File: src/rtl/usr_pkg.sv
// Shared types and helpers for the universal shift register.
package usr_pkg;

  typedef enum logic [2:0] {
    MODE_HOLD = 3'b000,
    MODE_LOAD = 3'b001,
    MODE_SHL  = 3'b010,
    MODE_SHR  = 3'b011,
    MODE_ROL  = 3'b100,
    MODE_ROR  = 3'b101,
    MODE_SET  = 3'b110,
    MODE_CLR  = 3'b111
  } usr_mode_e;

  function automatic int cnt_width(input int width);
    return $clog2(width + 1);
  endfunction

endpackage

File: src/rtl/usr_cell.sv
// One bit of the universal register: mode mux plus a flop with sync reset.
// o_nxt is the non-reset next value, exposed so the top can precompute parity.
module usr_cell
  import usr_pkg::*;
(
  input  logic      clk,
  input  logic      reset,
  input  logic      rst_val,
  input  logic      en,
  input  usr_mode_e mode,
  input  logic      d,
  input  logic      left_nbr,
  input  logic      right_nbr,
  output logic      o_q,
  output logic      o_nxt
);

  logic r_q;

  always_comb begin
    o_nxt = r_q;
    if (en) begin
      case (mode)
        MODE_LOAD:          o_nxt = d;
        MODE_SHL, MODE_ROL: o_nxt = right_nbr;
        MODE_SHR, MODE_ROR: o_nxt = left_nbr;
        MODE_SET:           o_nxt = 1'b1;
        MODE_CLR:           o_nxt = 1'b0;
        default:            o_nxt = r_q;
      endcase
    end
  end

  always_ff @(posedge clk) begin
    if (reset) r_q <= rst_val;
    else       r_q <= o_nxt;
  end

  assign o_q = r_q;

endmodule

File: src/rtl/univ_shift_reg.sv
// WIDTH-bit universal register with saturating shift counter.
// Define USR_PARITY_EN to build the registered parity output.
module univ_shift_reg
  import usr_pkg::*;
#(
  parameter int               WIDTH     = 8,
  parameter logic [WIDTH-1:0] RESET_VAL = {WIDTH{1'b0}}
) (
  input  logic                          clk,
  input  logic                          reset,
  input  logic                          en,
  input  logic [2:0]                    mode,
  input  logic [WIDTH-1:0]              d,
  input  logic                          sl_in,
  input  logic                          sr_in,
  output logic [WIDTH-1:0]              q,
  output logic                          so_left,
  output logic                          so_right,
  output logic [cnt_width(WIDTH)-1:0]   shift_cnt,
  output logic                          full,
  output logic                          par
);

  localparam int            CW      = cnt_width(WIDTH);
  localparam logic [CW-1:0] CNT_MAX = CW'(WIDTH);

  usr_mode_e        w_mode;
  logic [WIDTH-1:0] w_q;
  logic [WIDTH-1:0] w_nxt;
  logic             w_lsb_in;
  logic             w_msb_in;
  logic [CW-1:0]    r_cnt;

  assign w_mode   = usr_mode_e'(mode);
  // End bits take either the serial input or the wrapped bit depending on mode.
  assign w_lsb_in = (w_mode == MODE_ROL) ? w_q[WIDTH-1] : sl_in;
  assign w_msb_in = (w_mode == MODE_ROR) ? w_q[0]       : sr_in;

  for (genvar i = 0; i < WIDTH; i++) begin : g_cell
    logic w_left;
    logic w_right;
    if (i == WIDTH-1) begin : g_msb
      assign w_left = w_msb_in;
    end else begin : g_mid_l
      assign w_left = w_q[i+1];
    end
    if (i == 0) begin : g_lsb
      assign w_right = w_lsb_in;
    end else begin : g_mid_r
      assign w_right = w_q[i-1];
    end
    usr_cell u_cell (
      .clk      (clk),
      .reset    (reset),
      .rst_val  (RESET_VAL[i]),
      .en       (en),
      .mode     (w_mode),
      .d        (d[i]),
      .left_nbr (w_left),
      .right_nbr(w_right),
      .o_q      (w_q[i]),
      .o_nxt    (w_nxt[i])
    );
  end

  always_ff @(posedge clk) begin
    if (reset) begin
      r_cnt <= '0;
    end else if (en) begin
      case (w_mode)
        MODE_LOAD, MODE_SET, MODE_CLR: r_cnt <= '0;
        MODE_SHL, MODE_SHR, MODE_ROL, MODE_ROR:
          if (r_cnt != CNT_MAX) r_cnt <= r_cnt + 1'b1;
        default: r_cnt <= r_cnt;
      endcase
    end
  end

`ifdef USR_PARITY_EN
  logic r_par;
  always_ff @(posedge clk) begin
    if (reset) r_par <= ^RESET_VAL;
    else       r_par <= ^w_nxt;
  end
  assign par = r_par;
`else
  assign par = 1'b0;
`endif

  assign q         = w_q;
  assign so_left   = w_q[WIDTH-1];
  assign so_right  = w_q[0];
  assign shift_cnt = r_cnt;
  assign full      = (r_cnt == CNT_MAX);

endmodule

File: config.mk
export PLATFORM = sky130hd
export DESIGN_NAME = univ_shift_reg
export DESIGN_NICKNAME = d
export VERILOG_FILES = /design/src/rtl/usr_pkg.sv /design/src/rtl/usr_cell.sv /design/src/rtl/univ_shift_reg.sv
export SDC_FILE = /design/constraint.sdc
export NUM_CORES = 1
export LEC_CHECK = 0
export CAP_MARGIN = 20
export CORE_ASPECT_RATIO = 0.7
export CORE_MARGIN = 8
export CORE_UTILIZATION = 40
export CTS_BUF_LIST = sky130_fd_sc_hd__clkbuf_8
export DETAILED_ROUTE_END_ITERATION = 12
export GPL_ROUTABILITY_DRIVEN = 0
export PLACE_DENSITY = 0.76
export RECOVER_POWER = 25
export SLEW_MARGIN = 25
export SYNTH_ARGS = -nofsm -noshare
export SYNTH_HDL_FRONTEND = slang
export SYNTH_SLANG_ARGS = --single-unit
export TNS_END_PERCENT = 50
File: constraint.sdc
create_clock -name clk -period 1.2 [get_ports clk]
set_input_delay 0.12 -clock clk [delete_from_list [all_inputs] [get_ports clk]]
set_output_delay 0.12 -clock clk [all_outputs]
set_load 0.05 [all_outputs]
Word-level counts from Yosys, hierarchy flattened
Index checks and enable logic that the tools add are counted.

Register bits after elaboration: 12. Input bits: 16. Output and inout bits: 16.

Add/sub/neg operators: 1. Eq/ne operators: 10. Multiplexer cells: 12. Reductions and logical operators: 8.

Operators by type and width (number): $pmux 1 s5 (8); $eq 3x3->1 const B (4); $pmux 4 s2 (1); $eq 3x2->1 const B (2); $reduce_bool 5->1 (1); $add 4x1->4 const B (1); $eq 4x4->1 const B (1); $mux 4 (1); $ne 4x4->1 const B (1); $reduce_or 2->1 (2); $reduce_or 4->1 (1); $eq 3x1->1 const B (1); $reduce_and 3->1 (1); $reduce_or 3->1 (1); $mux 1 (2); $ne 2x2->1 const B (1); $reduce_and 2->1 (1); $reduce_bool 2->1 (1).

Logic depth before layout (Yosys ltp)
Gate-level depths: netlist of the first run.

Depth after elaboration: 4. Mapped depth: 7. Mapped depth without buffers: 7.

Modules after synthesis
Synthesis of the first run repeated with hierarchy kept, for this count alone.

Cell total of the unflattened synthesis: 158. Area, all modules: 1305.0 um2.

Modules (own cells, without submodules): usr_cell (times used 8, cells each 14, area an instance 115.1 um2); univ_shift_reg (times used 1, cells each 46, area an instance 384.1 um2).

Worst setup path before layout of the first run
OpenSTA, ideal clock, no wires.

Path type: reg2reg. Start point: register r_cnt[0] (netlist: shift_cnt[0]). End point: register r_cnt[1] (netlist: shift_cnt[1]). Arrival time: 1.792 ns. Data required time: 1.134 ns. Setup slack: -0.658 ns. Stages on the path, launching flop included: 8. Clock period less this slack: 1.858 ns. Cell sequence: dfxtp_1 > inv_1 > ha_1 > nand3b_1 > inv_1 > nor3_1 > a22oi_1 > nor2_1.

Word-level cells in the longest chain between the ends: 3. Elaborated cells between the ends (all ways): 6. Classes of those cells: add/sub: 1; eq/ne: 2; mux: 2; reduce/logical: 1.

Ends and longest elaborated chain: from (decl) (line univ_shift_reg.sv:32) `logic [CW-1:0] r_cnt;`; from (signal assigned) (line univ_shift_reg.sv:73) `if (r_cnt != CNT_MAX) r_cnt <= r_cnt + 1'b1;`; from (signal assigned) (line univ_shift_reg.sv:74) `default: r_cnt <= r_cnt;`; $add 4x1->4 / $ne 4x4->1 (equally long branches) (line univ_shift_reg.sv:73); $mux 4 / $ne 2x2->1 (equally long branches); $pmux 4 s2 / $reduce_and 3->1 (equally long branches).

Several ways; a longest one is shown, not always the timed one. The select of a mux whose other input is x is not followed. A chain may end at the register's enable or synchronous reset.

Worst setup path after layout of the first run
Start point: register r_cnt[0] (netlist: shift_cnt[0]). End point: output full.

Word-level cells in the longest chain between the ends: 1.

Ends and longest elaborated chain: $eq 4x4->1 (line univ_shift_reg.sv:94) `assign full = (r_cnt == CNT_MAX);`; to (decl) (line univ_shift_reg.sv:20) `output logic full,`.

No other way between the ends.

==> summary.txt, run 1 <==
Initial Util -> 43.7%
num rows -> 13
Post-Syn Nets -> 123
setup_tns -> -959 ps
period utilisation layout -> 124%
FFs w/ async S/R, synth -> 0%
Setup crit start kind -> register
hold path endpoint -> g_cell[7].u_cell.o_q$_SDFFE_PP0P_
min Tclk post-route -> 1480 ps
Worst Setup Path Type -> reg2out
cts bufs inserted -> 3
vias in the first global route -> 1062
Crit path max-delay family -> buffers and inverters
Die Span Y -> 54.2 um
Skew-Pair Late Insertion Delay -> 250 ps
Pleak -> 0.621 nW
leading cell type in the layout, fill and taps excluded -> buf_4
H-tree depth -> 1
CORE AREA -> 1900 um^2
Worst EP arrival -> 1360 ps
worst setup margin -> -284 ps
Synth Cell Area -> 832 um^2
crit-path max cell delay -> 370 ps
fraction of layout cells with a size suffix above 1 -> 41.6%
Synth cell types -> 33
Port Buffer Count -> 30
sequential area share after synthesis -> 28.9%
CTS max path bufs -> 2
DRC errors left -> 0
utilization after layout -> 78.0%
Worst Path Buf+Inv -> 4
setup slack, reg-to-reg -> -270 ps
most frequent cells in the layout -> buf_4 (30), o21ai_0 (12), clkdlybuf4s50_1 (11), buf_12 (11), nand2_1 (10)
Peak supply drop -> 818 uV
Setup Viol. Count Final -> 4
Worst Hold Path Cells -> 3
Max Cap Viol -> 0
DR vias -> 1075
post-DR vias/cell -> 6.11
DRT Pass-1 Iters -> 4
initial antenna violation count -> 0
crit path capture type -> output port
Mapped Cells -> 105
largest net degree at the start of global routing -> 10
hold_sp -> mode[2]
Clock Skews -> 2.47 ps
Global Route Usage Sum -> 17.3%
hold buffer count at CTS -> 0
CTS tree -> built
Hold Vio Cnt, Final -> 0
Final nets -> 173
Mean Syn Cell Area -> 7.92 um^2
failing checks -> setup timing
DPL Wire Length -> 2150 um
EDFF count, synth -> 0
DRT antenna net count -> 0
DRT Wirelength -> 3400 um
global-route wire length before repair -> 5080 um
crit path max fanout -> 2
die area -> 3820 um^2
die width -> 70.5 um
Worst R2R Start -> shift_cnt[0]$_SDFFE_PP0P_
run status -> finished, violations left
register clock-pin slew on the reported worst setup and hold paths -> 60 ps
Synth warnings -> 0
slowest stage cell on the critical path -> dfxtp_4
total gr overflow -> 0
RSZ-0062 raised after global routing -> true
total power -> 0.00145 W
Area Growth Syn to Fin -> 78.5%
pwr dens -> 978 nW/um^2
Worst EP required -> 1080 ps
max frequency -> 674 MHz
cell count of the worst reg-to-reg path -> 8
final max-slew violation count -> 0
Top-Level Pins -> 32
Most used DFF post-synth -> dfxtp_1
Num Clock Sinks -> 12
critical-path cell list -> inv_4, ha_4, nand3b_1, clkinvlp_4, buf_6, buf_12
FF+latch count, synth -> 12
Hold WC Path Type -> in2reg
detailed router's first-iteration violation count -> 137
Worst R2R End -> shift_cnt[0]$_SDFFE_PP0P_
Routed WL per cell -> 19.3 um
clock root buffer -> clkbuf_8
# diodes -> 0
## synth_stat cells (all sizes together) (2+ instances only)
library cell,instances,share of area [%]
a211o,2,2.1
a21oi,4,2.4
a41oi,6,6.3
and2,2,1.5
buf,14,12
clkbuf,2,0.90
dfxtp,12,29
ha,2,3.0
inv,4,1.8
nand2,10,4.5
nand3b,2,1.8
nor2,6,3.3
nor3,5,3.0
o211ai,2,1.8
o21ai,13,7.8
o21bai,6,5.4
xor2,2,2.1
## logic make-up (layout without fill, tap and decap cells)
| family | after synthesis | in the layout | share of synthesized area (%) |
|---|---|---|---|
| adders and majority gates | 2 | 2 | 3.01 |
| muxes | 1 | 1 | 1.20 |
| DFF | 12 | 12 | 28.9 |
| other | 1 | 1 | 0.451 |
| AOI/OAI and AO/OA | 38 | 38 | 31.1 |
| and+or+nand+nor | 28 | 28 | 16.4 |
| xor gates and xnor gates | 3 | 3 | 4.06 |
| buffers and inverters | 20 | 69 | 14.9 |
## metrics by stage
step | hold WS (ps) | setup slack [ps] | instances | area, um^2
after global routing | 368 | -339 | 176 | 1490
after global placement | 559 | -376 | 167 | 1430
after floorplan | 225 | -329 | 105 | 866
final | 355 | -284 | 176 | 1490
after detailed placement | 570 | -534 | 167 | 1430
after CTS | 542 | -252 | 174 | 1530
## tightest hold or removal path: cells and delay by family
kind,cells,cell delay [ps]
compound gates,1,80
simple gates,1,200
buf+inv,1,160
## registers in the layout, indices dropped and copies added, names as in the netlist
signal and flops:
g_cell.u_cell.o_q 8, shift_cnt 4
## where the power goes
group	total, W	switching (W)	internal, W
combinational	0.000526	0.000281	0.000245
clock	0.000482	0.000190	0.000291
sequential	0.000446	0.0000251	0.000421
## routing by layer
metal / wire length [um] / track usage [%] / vias up
li1: - / - / 467
met1: 1380 / 18.2 / 508
met2: 1560 / 28.6 / 87
met3: 335 / 7.52 / 13
met4: 123 / 11.6 / 0
met5: 0 / 0 / -
## worst max path at each step
stage / from / cells past startpoint / endpoint / slack, ps
floorplan: shift_cnt[1]$_SDFFE_PP0P_ / 7 / shift_cnt[0]$_SDFFE_PP0P_ / -330
global placement: mode[2] / 6 / g_cell[3].u_cell.o_q$_SDFFE_PP0P_ / -380
detailed placement: mode[2] / 6 / g_cell[5].u_cell.o_q$_SDFFE_PP0P_ / -530
CTS: shift_cnt[0]$_SDFFE_PP0P_ / 6 / full / -250
global route: shift_cnt[0]$_SDFFE_PP0P_ / 6 / full / -340
finish: shift_cnt[0]$_SDFFE_PP0P_ / 6 / full / -280
## area by class of cell
class	count	area (um^2)
Multi-Input combinational cell	73	508
Timing Repair Buffer	61	622
Fill cell	121	418
Clock buffer	4	55.1
Inverter	4	23.8
Sequential cell	12	249
Tap cell	22	27.5
## timing repair
action	in CTS	in global routing
setup endpoints to repair	13	13
setup buffers	3	2
resized for setup	8	3
pin swaps	4	0
endpoints found under the hold margin	0	0
No activity file was read; power rests on OpenSTA's default activity.
==> inputs of run 2 (changes only) <==
==> constraint.sdc (replaced) <==
create_clock -name clk -period 1.2 [get_ports clk]
set_input_delay 0.12 -clock clk [delete_from_list [all_inputs] [get_ports clk]]
set_output_delay 0.12 -clock clk [all_outputs]
set_load 0.1 [all_outputs]
==> summary.txt, run 2 (synthesis gave the netlist of run 1 again) <==
cell count of the worst reg-to-reg path -> 7 (-1)
clock root buffer -> clkbuf_8
Setup Viol. Count Final -> 4 (unchanged)
Setup crit start kind -> register
Skew-Pair Late Insertion Delay -> 250 ps (about the same)
crit path max fanout -> 2 (unchanged)
DPL Wire Length -> 2140 um (-0.26%)
Max Cap Viol -> 0 (unchanged)
Num Clock Sinks -> 12 (unchanged)
register clock-pin slew on the reported worst setup and hold paths -> 60 ps (about the same)
Worst EP arrival -> 1340 ps (-20 ps)
hold_sp -> en
RSZ-0062 raised after global routing -> true
DRT antenna net count -> 0 (unchanged)
cts bufs inserted -> 3 (unchanged)
Hold WC Path Type -> in2reg
NetSw -> 0.000583 W (+17%)
initial antenna violation count -> 0 (unchanged)
pwr dens -> 1030 nW/um^2 (+5.1%)
Clock Skews -> 4.96 ps (+2.48 ps)
crit path capture type -> output port
placed insts -> 164 (-1.8%)
Peak supply drop -> 1000 uV (+22%)
DRT Wirelength -> 2980 um (-12%)
Worst R2R End -> shift_cnt[2]$_SDFFE_PP0P_
DRT Pass-1 Iters -> 4 (unchanged)
die width -> 70.5 um (unchanged)
CORE AREA -> 1900 um^2 (unchanged)
Final nets -> 170 (-1.7%)
largest net degree at the start of global routing -> 13 (+3)
fin cells -> 173 (-1.7%)
Initial Util -> 43.7% (unchanged)
DRC errors left -> 0 (unchanged)
min Tclk post-route -> 1460 ps (-26.4 ps)
final max-slew violation count -> 0 (unchanged)
fraction of layout cells with a size suffix above 1 -> 45.0% (+3.5 points)
Port Buffer Count -> 30 (unchanged)
Worst Hold Path Cells -> 3 (unchanged)
period utilisation layout -> 121% (-2.2 points)
Top-Level Pins -> 32 (unchanged)
leading cell type in the layout, fill and taps excluded -> buf_4
num rows -> 13 (unchanged)
hold buffer count at CTS -> 0 (unchanged)
Comb power frac -> 41.4% (+5.2 points)
DR vias -> 985 (-8.4%)
run status -> finished, violations left
Pleak -> 0.610 nW (-1.9%)
die area -> 3820 um^2 (unchanged)
Area Growth Syn to Fin -> 80.6%
internal power -> 0.000962 W (+0.57%)
Routed WL per cell -> 17.2 um (-11%)
Worst EP required -> 1080 ps (about the same)
CTS tree -> built
sequential share of power -> 28.6% (-2.1 points)
clock share of power -> 30.0% (-3.1 points)
max frequency -> 686 MHz (+1.8%)
Sw Ratio -> 37.7% (+3.6 points)
hold path endpoint -> g_cell[6].u_cell.o_q$_SDFFE_PP0P_
setup slack, reg-to-reg -> -200 ps (+70 ps)
H-tree depth -> 1 (unchanged)
Worst Setup Path Type -> reg2out
utilization after layout -> 79.0% (+0.92 points)
# diodes -> 0 (unchanged)
post-DR vias/cell -> 5.69 (-6.8%)
failing checks -> setup timing
CTS max path bufs -> 2 (unchanged)
vias in the first global route -> 1054 (-0.75%)
Worst R2R Start -> shift_cnt[1]$_SDFFE_PP0P_
total power -> 0.00154 W (+6.3%)
Global Route Usage Sum -> 16.3% (-0.95 points)
Crit. Startpoint -> shift_cnt[0]$_SDFFE_PP0P_
detailed router's first-iteration violation count -> 59 (-57%)
total gr overflow -> 0 (unchanged)
Die Span Y -> 54.2 um (unchanged)
worst setup margin -> -257 ps (+26.4 ps)
Hold Vio Cnt, Final -> 0 (unchanged)
global-route wire length before repair -> 4910 um (-3.3%)
max reg flops -> 8 (unchanged)
most frequent cells in the layout -> buf_4 (26), o21ai_0 (12), clkdlybuf4s50_1 (11), buf_12 (11), nand2_1 (10)
-- run 2: changes by cell type in the layout (fill, tap and decap cells not counted), moves of 3 or more --
cell	before	now
clkbuf_4	0	3
dfxtp_1	9	6
buf_4	30	26
clkbuf_2	5	0
-- run 2: stage by stage --
stage               hold slack, ps  TNS [ps]  worst slack (ps)  instance area [um^2]
finish                         454      -725              -257                  1500
global route                   460     -1190              -333                  1500
CTS                            433      -677              -264                  1540
detailed placement             568     -4800              -453                  1420
global placement               557     -4460              -431                  1420
floorplan                      215     -2030              -695                   878
-- run 2: worst max-delay path, stage by stage (launching register included) --
cell        delay, ps
dfxtp_4           350
inv_4              40
ha_4              140
nand3b_1          160
clkinvlp_4        120
buf_6             120
buf_12            150
-- run 2: per-layer routing --
layer | up-vias | global-route usage [%] | share of wire [%]
li1 | 457 | - | -
met1 | 467 | 15.6 | 40
met2 | 51 | 28.9 | 49
met3 | 10 | 7.71 | 8.0
met4 | 0 | 11.0 | 2.3
met5 | - | 0 | 0
-- run 2: worst max-delay path by stage --
stage	to	slack, ps
3_5_place_dp	g_cell[3].u_cell.o_q$_SDFFE_PP0P_	-450
3_3_place_gp	shift_cnt[2]$_SDFFE_PP0P_	-430
4_1_cts	full	-260
6_report	full	-260
5_1_grt	full	-330
2_1_floorplan	shift_cnt[1]$_SDFFE_PP0P_	-700
-- run 2: power by group through the flow --
stage	clock network [W]	registers (W)	logic, W
final	0.000464	0.000442	0.000639
after global placement	0	0.000452	0.000610
after detailed placement	0	0.000453	0.000621
after global routing	0.000499	0.000445	0.000664
after CTS	0.000473	0.000445	0.000638
after floorplan	0	0.000507	0.000328
-- run 2: area by class of cell --
cell class | count | area [um^2]
Fill cell | 114 | 400
Tap cell | 22 | 27.5
Inverter | 4 | 21.3
Clock buffer | 4 | 55.1
Sequential cell | 12 | 258
Multi-Input combinational cell | 73 | 524
Timing Repair Buffer | 58 | 617
-- run 2: timing repair --
item,in CTS,in global routing
buffers inserted,5,0
endpoints found under the setup margin,13,6
resized for setup,10,4
cloned,0,0
hold endpoints to repair,0,0
pin swaps,7,3
